## src/rtl/rs_bm_sequencer.sv

```systemverilog
// rs_bm_sequencer: buffers syndrome sets, launches the S_to_Sigma Berlekamp-Massey engine with
// a one-cycle bm_signal pulse, captures sigma on bm_ready and hands it downstream over
// valid/ready. Launches are spaced by at least MIN_GAP cycles; a silent engine is flagged after
// TIMEOUT cycles with a sticky err_timeout and a substituted sigma of 1.
// Optional feature macro: RS_ZERO_BYPASS_EN -- all-zero syndrome sets skip the engine and emit
// sigma = 1 directly. Left undefined, every set is launched.
module rs_bm_sequencer #(
    parameter int unsigned SYM_W      = 8,
    parameter int unsigned NSYN       = 6,
    parameter int unsigned NSIG       = 4,
    parameter int unsigned FIFO_DEPTH = 2,
    parameter int unsigned MIN_GAP    = 16,
    parameter int unsigned TIMEOUT    = 64
) (
    input  logic                   clk,
    input  logic                   rst_n,
    input  logic                   in_valid,
    output logic                   in_ready,
    input  logic [NSYN*SYM_W-1:0]  in_syn,
    output logic                   bm_signal,
    output logic [NSYN*SYM_W-1:0]  bm_w,
    input  logic                   bm_ready,
    input  logic [NSIG*SYM_W-1:0]  bm_sigma,
    output logic                   out_valid,
    input  logic                   out_ready,
    output logic [NSIG*SYM_W-1:0]  out_sigma,
    output logic                   busy,
    output logic                   err_timeout
);

    localparam int unsigned SynW  = NSYN * SYM_W;
    localparam int unsigned SigW  = NSIG * SYM_W;
    localparam int unsigned PtrW  = (FIFO_DEPTH > 1) ? $clog2(FIFO_DEPTH) : 1;
    localparam int unsigned CntW  = $clog2(FIFO_DEPTH + 1);
    localparam int unsigned GapW  = $clog2(MIN_GAP + 1);
    localparam int unsigned WaitW = $clog2(TIMEOUT + 1);

    localparam logic [SigW-1:0]  SigmaUnit = SigW'(1);
    localparam logic [GapW-1:0]  GapFull   = GapW'(MIN_GAP);
    localparam logic [WaitW-1:0] WaitMax   = WaitW'(TIMEOUT);
    localparam logic [WaitW-1:0] WaitLive  = WaitW'(2);
    localparam logic [CntW-1:0]  CntFull   = CntW'(FIFO_DEPTH);
    localparam logic [PtrW-1:0]  PtrLast   = PtrW'(FIFO_DEPTH - 1);

`ifdef RS_ZERO_BYPASS_EN
    localparam bit ZeroBypass = 1'b1;
`else
    localparam bit ZeroBypass = 1'b0;
`endif

    typedef enum logic [1:0] {
        StIdle,
        StLaunch,
        StWait,
        StOut
    } state_e;

    state_e            state_q, state_d;
    logic [SynW-1:0]   mem_q [FIFO_DEPTH];
    logic [SynW-1:0]   mem_d [FIFO_DEPTH];
    logic [PtrW-1:0]   wr_ptr_q, wr_ptr_d;
    logic [PtrW-1:0]   rd_ptr_q, rd_ptr_d;
    logic [CntW-1:0]   cnt_q, cnt_d;
    logic [GapW-1:0]   gap_q, gap_d;
    logic [WaitW-1:0]  wait_q, wait_d;
    logic              bm_signal_q, bm_signal_d;
    logic [SynW-1:0]   bm_w_q, bm_w_d;
    logic              out_valid_q, out_valid_d;
    logic [SigW-1:0]   out_sigma_q, out_sigma_d;
    logic              err_q, err_d;

    logic              fifo_empty;
    logic              fifo_full;
    logic              push;
    logic              pop;
    logic [SynW-1:0]   head;
    logic              head_bypass;

    assign fifo_empty  = (cnt_q == '0);
    assign fifo_full   = (cnt_q == CntFull);
    assign push        = in_valid && !fifo_full;
    assign head        = mem_q[rd_ptr_q];
    assign head_bypass = ZeroBypass && (head == '0);

    // FIFO next state: storage write, pointer wrap and occupancy
    always_comb begin
        mem_d    = mem_q;
        wr_ptr_d = wr_ptr_q;
        rd_ptr_d = rd_ptr_q;
        cnt_d    = cnt_q;
        if (push) begin
            mem_d[wr_ptr_q] = in_syn;
            wr_ptr_d        = (wr_ptr_q == PtrLast) ? '0 : wr_ptr_q + 1'b1;
        end
        if (pop) begin
            rd_ptr_d = (rd_ptr_q == PtrLast) ? '0 : rd_ptr_q + 1'b1;
        end
        if (push && !pop) begin
            cnt_d = cnt_q + 1'b1;
        end else if (pop && !push) begin
            cnt_d = cnt_q - 1'b1;
        end
    end

    // Sequencer FSM next state, launch spacing and registered engine/downstream outputs
    always_comb begin
        state_d     = state_q;
        pop         = 1'b0;
        bm_signal_d = 1'b0;
        bm_w_d      = bm_w_q;
        out_valid_d = out_valid_q;
        out_sigma_d = out_sigma_q;
        err_d       = err_q;
        wait_d      = wait_q;
        gap_d       = (gap_q == GapFull) ? gap_q : gap_q + 1'b1;

        unique case (state_q)
            StIdle: begin
                if (!fifo_empty && head_bypass) begin
                    // Zero syndromes mean no errors: sigma(x) = 1 without using the engine.
                    pop         = 1'b1;
                    out_sigma_d = SigmaUnit;
                    out_valid_d = 1'b1;
                    state_d     = StOut;
                end else if (!fifo_empty && (gap_q == GapFull)) begin
                    pop         = 1'b1;
                    bm_w_d      = head;
                    bm_signal_d = 1'b1;
                    gap_d       = '0;
                    state_d     = StLaunch;
                end
            end
            StLaunch: begin
                wait_d  = WaitW'(1);
                state_d = StWait;
            end
            StWait: begin
                // First WAIT cycle ignores bm_ready: it may still be high from the last result.
                if ((wait_q >= WaitLive) && bm_ready) begin
                    out_sigma_d = bm_sigma;
                    out_valid_d = 1'b1;
                    state_d     = StOut;
                end else if (wait_q >= WaitMax) begin
                    err_d       = 1'b1;
                    out_sigma_d = SigmaUnit;
                    out_valid_d = 1'b1;
                    state_d     = StOut;
                end else begin
                    wait_d = wait_q + 1'b1;
                end
            end
            StOut: begin
                if (out_ready) begin
                    out_valid_d = 1'b0;
                    state_d     = StIdle;
                end
            end
            default: state_d = StIdle;
        endcase
    end

    // Syndrome storage needs no reset: occupancy alone decides what is valid
    always_ff @(posedge clk) begin
        mem_q <= mem_d;
    end

    // Control state with synchronous active-low reset
    always_ff @(posedge clk) begin
        if (!rst_n) begin
            state_q     <= StIdle;
            wr_ptr_q    <= '0;
            rd_ptr_q    <= '0;
            cnt_q       <= '0;
            gap_q       <= GapFull;
            wait_q      <= '0;
            bm_signal_q <= 1'b0;
            bm_w_q      <= '0;
            out_valid_q <= 1'b0;
            out_sigma_q <= '0;
            err_q       <= 1'b0;
        end else begin
            state_q     <= state_d;
            wr_ptr_q    <= wr_ptr_d;
            rd_ptr_q    <= rd_ptr_d;
            cnt_q       <= cnt_d;
            gap_q       <= gap_d;
            wait_q      <= wait_d;
            bm_signal_q <= bm_signal_d;
            bm_w_q      <= bm_w_d;
            out_valid_q <= out_valid_d;
            out_sigma_q <= out_sigma_d;
            err_q       <= err_d;
        end
    end

    assign in_ready    = !fifo_full;
    assign bm_signal   = bm_signal_q;
    assign bm_w        = bm_w_q;
    assign out_valid   = out_valid_q;
    assign out_sigma   = out_sigma_q;
    assign err_timeout = err_q;
    assign busy        = (state_q != StIdle) || !fifo_empty;

endmodule
```

## config.mk

```make
export PLATFORM = sky130hd
export DESIGN_NAME = rs_bm_sequencer
export DESIGN_NICKNAME = d
export VERILOG_FILES = /design/src/rtl/rs_bm_sequencer.sv
export SDC_FILE = /design/constraint.sdc
export NUM_CORES = 1
export LEC_CHECK = 0
export ABC_AREA = 1
export CORE_MARGIN = 2
export CORE_UTILIZATION = 53
export CTS_CLUSTER_SIZE = 40
export DETAILED_ROUTE_END_ITERATION = 8
export PLACE_DENSITY = 0.84
export SYNTH_ARGS = -nofsm -noshare
export SYNTH_HDL_FRONTEND = slang
export SYNTH_SLANG_ARGS = --single-unit
```

## constraint.sdc

```tcl
create_clock -name clk -period 6.4 [get_ports clk]
set_input_delay 0.64 -clock clk [delete_from_list [all_inputs] [get_ports clk]]
set_output_delay 0.64 -clock clk [all_outputs]
set_load 0.02 [all_outputs]
```

==> results.md <==
- Worst Setup End Kind: flip-flop
- Clock buffer count from CTS: 17
- DRT antenna net count: 0
- Required time of the critical path: ~6700 ps
- Worst path bufs/invs: 2
- I/O pin count: 170
- Sw Ratio: 0.332
- Worst hold path depth: 2
- Sequential cell area fraction in the yosys report: 0.674
- Depth of the CTS H-tree: 4
- Top Metal Used: met4
- Starting Density: 0.545
- TNS Setup: 0 ps
- Max-cap violations: 0
- Post-DR vias/cell: 5.32
- Post-Syn Nets: 747
- Flops & latches, synth: 197
- Critical-path cell list: inv_1, ha_1, nand4_2, nor2_4, inv_2, ha_1, a21oi_1, o21ai_0, o21ai_0, a21oi_1
- Clock skew: 11.7 ps
- Type of origin of the critical path: flip-flop
- Logic pwr share: 0.308
- HPWL after DPL: 10.2 mm
- Final setup fails: 0
- Area of the core: approximately 13000 um^2
- CP peak stage delay: 870 ps
- Die Y: 121 um
- Pre-CTS WS: 3320 ps
- Post-CTS Resized: 0
- Top cell type's share of synthesized area: 0.396
- First-pass GRT wire length: 25.5 mm
- Routed wl met3: between 1 and 1.5 mm
- Worst slew pin tran: 1220 ps
- Area Overhead vs Synth: 32.7%
- Clock transition at the registers of the reported paths: 70 ps
- Fin crit share: 0.493
- # hold bufs at CTS: 0
- Cell leakage power: 3.45 nW
- Status: finished, final reports clean
- Initial antenna violation count: 0
- RSZ-0062 raised after global routing: false
- Metal-1 WL: 6.57 mm
- Synth Cell Area: between 7000 and 8000 um^2
- # Post-CTS Setup Buffers: 0
- Final net count: approximately 900
- Internal power: 2.76 mW
- Crit path max fanout: 57
- Synth top area cells: edfxtp_1 40%, dfxtp_1 28%, nand2_1 7.9%
- Final worst slack: 3240 ps
- DR pass1 iterations: 5
- Clock power share: 0.273
- Crit path DAT: 3470 ps
- GRT overflow: 0
- Yosys cell types: 30
- # DRC: 0
- Via Count: 5308
- Vias in the first global route: between 5k and 6k
- Root cell of the clock tree: clkbuf_16
- Slew Limit Fails: 0
- PD cells: 428 nW/um^2
- Largest net degree at the start of global routing: 60
- Post-Synthesis Cells: approximately 650
- Type of the worst setup path: flip-flop to flip-flop
- Share of layout cells above drive strength 1: 0.0865
- Global-route usage over all layers: 0.224
- Max stage delay cell, worst path: nor2_4
- Tightest Hold Check Type: flip-flop to flip-flop
- Row count: 42
- Kind of cell adding the most delay to the critical path: simple AND/OR/NAND/NOR gates
- Final Wtd Congestion: 0.821
- 1st-iter DRT viols: 281
- WL/cell: 16.1 um
- Die area: 14700 um^2
- Max rail drop VDD: 0.000263 V
- CP Depth: 10
- IO Port Bufs: 169
- Mapped Avg Cell Area: 11.1 um^2
- CTS tree: done
- Max Fclk: 0.317 GHz
- Clock sinks: 197
- Register share of total power: 0.418
- N_diodes: 0
- Final hold vios: 0
- Met2 routed WL: 7.80 mm
- Max_slew headroom: 0.186
- Switching power: 1.37 mW
- Final WL: 16.1 mm
- Synth Warn #: 0
- Worst-case clock buffer depth: 2
- Die W: 121 um
- Area leader, netlist: edfxtp_1
- Final Critical Period: 3160 ps
- Clk Latency, worst-skew pair: 430 ps
- Reg2reg path depth: 10
[final cells by class]
type	instances	area [um^2]
Clock buffer	21	482
Tap cell	176	220
Multi-Input combinational cell	387	2060
Sequential cell	197	4910
Inverter	32	120
Timing Repair Buffer	173	1720
Fill cell	919	3690
Clock inverter	11	159
[per-stage QoR]
stage	hold slack [ps]	power (mW)	area [um^2]	util	std cells
finish	461	4.13	9660	0.724	997
global route	479	4.34	9660	0.724	997
CTS	463	4.15	9660	0.724	997
detailed placement	452	3.01	9020	0.676	965
global placement	450	2.96	9020	0.676	965
floorplan	467	2.52	7280	-	653
[flip-flops by register name, indices dropped and copies added (netlist names), 2 cells and up]
signal / flops
cnt_q: 2
bm_w: 48
wait_q: 7
state_q: 2
mem_q: 96
gap_q: 5
out_sigma: 32
[tightest hold or removal path, cell delays in order, from the launching register on]
cell	delay [ps]
dfxtp_1	310
nand2_1	60
a21oi_1	50
[routing by layer]
layer,global-route usage,vias to the layer above
met1,0.272,2470
met5,0,-
met3,0.0602,29
met2,0.374,256
li1,-,2553
met4,0.104,0
[worst paths after layout]
check,slack [ps],to,startpoint
worst max register to register,3240,cnt_q[1]$_SDFFE_PN0P_,gap_q[0]$_SDFF_PN0_
worst max-delay path,3240,cnt_q[1]$_SDFFE_PN0P_,gap_q[0]$_SDFF_PN0_
worst min-delay path,460,out_sigma[3]$_SDFFE_PN0P_,out_sigma[3]$_SDFFE_PN0P_
worst min register to register,460,out_sigma[3]$_SDFFE_PN0P_,out_sigma[3]$_SDFFE_PN0P_
[cells in the final DEF, fill, tap and decap left out, types with 20 or more instances in the layout]
cell	count
inv_1	28
nand3_1	35
mux2i_1	20
o21ai_0	24
o21ai_2	20
a31oi_1	28
dfxtp_1	100
a21oi_1	42
nand2_1	154
clkdlybuf4s50_1	168
nor2_1	23
edfxtp_1	96
[kinds of logic (layout without fill, tap and decap cells)]
| kind of cell | after synthesis | after routing | synth area share |
|---|---|---|---|
| AOI/OAI and AO/OA | 127 | 127 | 0.103 |
| muxes | 20 | 20 | 0.0275 |
| DFF | 197 | 197 | 0.674 |
| adders and majority gates | 9 | 9 | 0.0155 |
| buffers and inverters | 69 | 237 | 0.0456 |
| xor gates and xnor gates | 4 | 4 | 0.00481 |
| and+or+nand+nor | 227 | 227 | 0.130 |
[power groups by stage]
| stage | Clock (mW) | Sequential [mW] | Combinational (mW) |
|---|---|---|---|
| finish | 1.13 | 1.73 | 1.27 |
| global route | 1.19 | 1.75 | 1.39 |
| CTS | 1.15 | 1.73 | 1.28 |
| detailed placement | 0 | 1.75 | 1.26 |
| global placement | 0 | 1.74 | 1.22 |
| floorplan | 0 | 1.89 | 0.638 |
[cell usage after synthesis]
cell / n
a21oi_1: 42
a31oi_1: 28
buf_1: 3
buf_2: 7
buf_4: 7
buf_6: 5
clkbuf_1: 15
dfxtp_1: 101
edfxtp_1: 96
ha_1: 9
inv_1: 28
inv_2: 4
mux2i_1: 20
nand2_1: 154
nand2_2: 1
nand3_1: 35
nand3_2: 1
nand4_1: 3
nand4_2: 1
nor2_1: 25
nor2_2: 1
nor2_4: 2
nor3_1: 2
o211ai_1: 1
o21ai_0: 24
o21ai_1: 12
o21ai_2: 20
or2_2: 2
xnor2_1: 1
xor2_1: 3
Power figures use the tool's default switching activity.
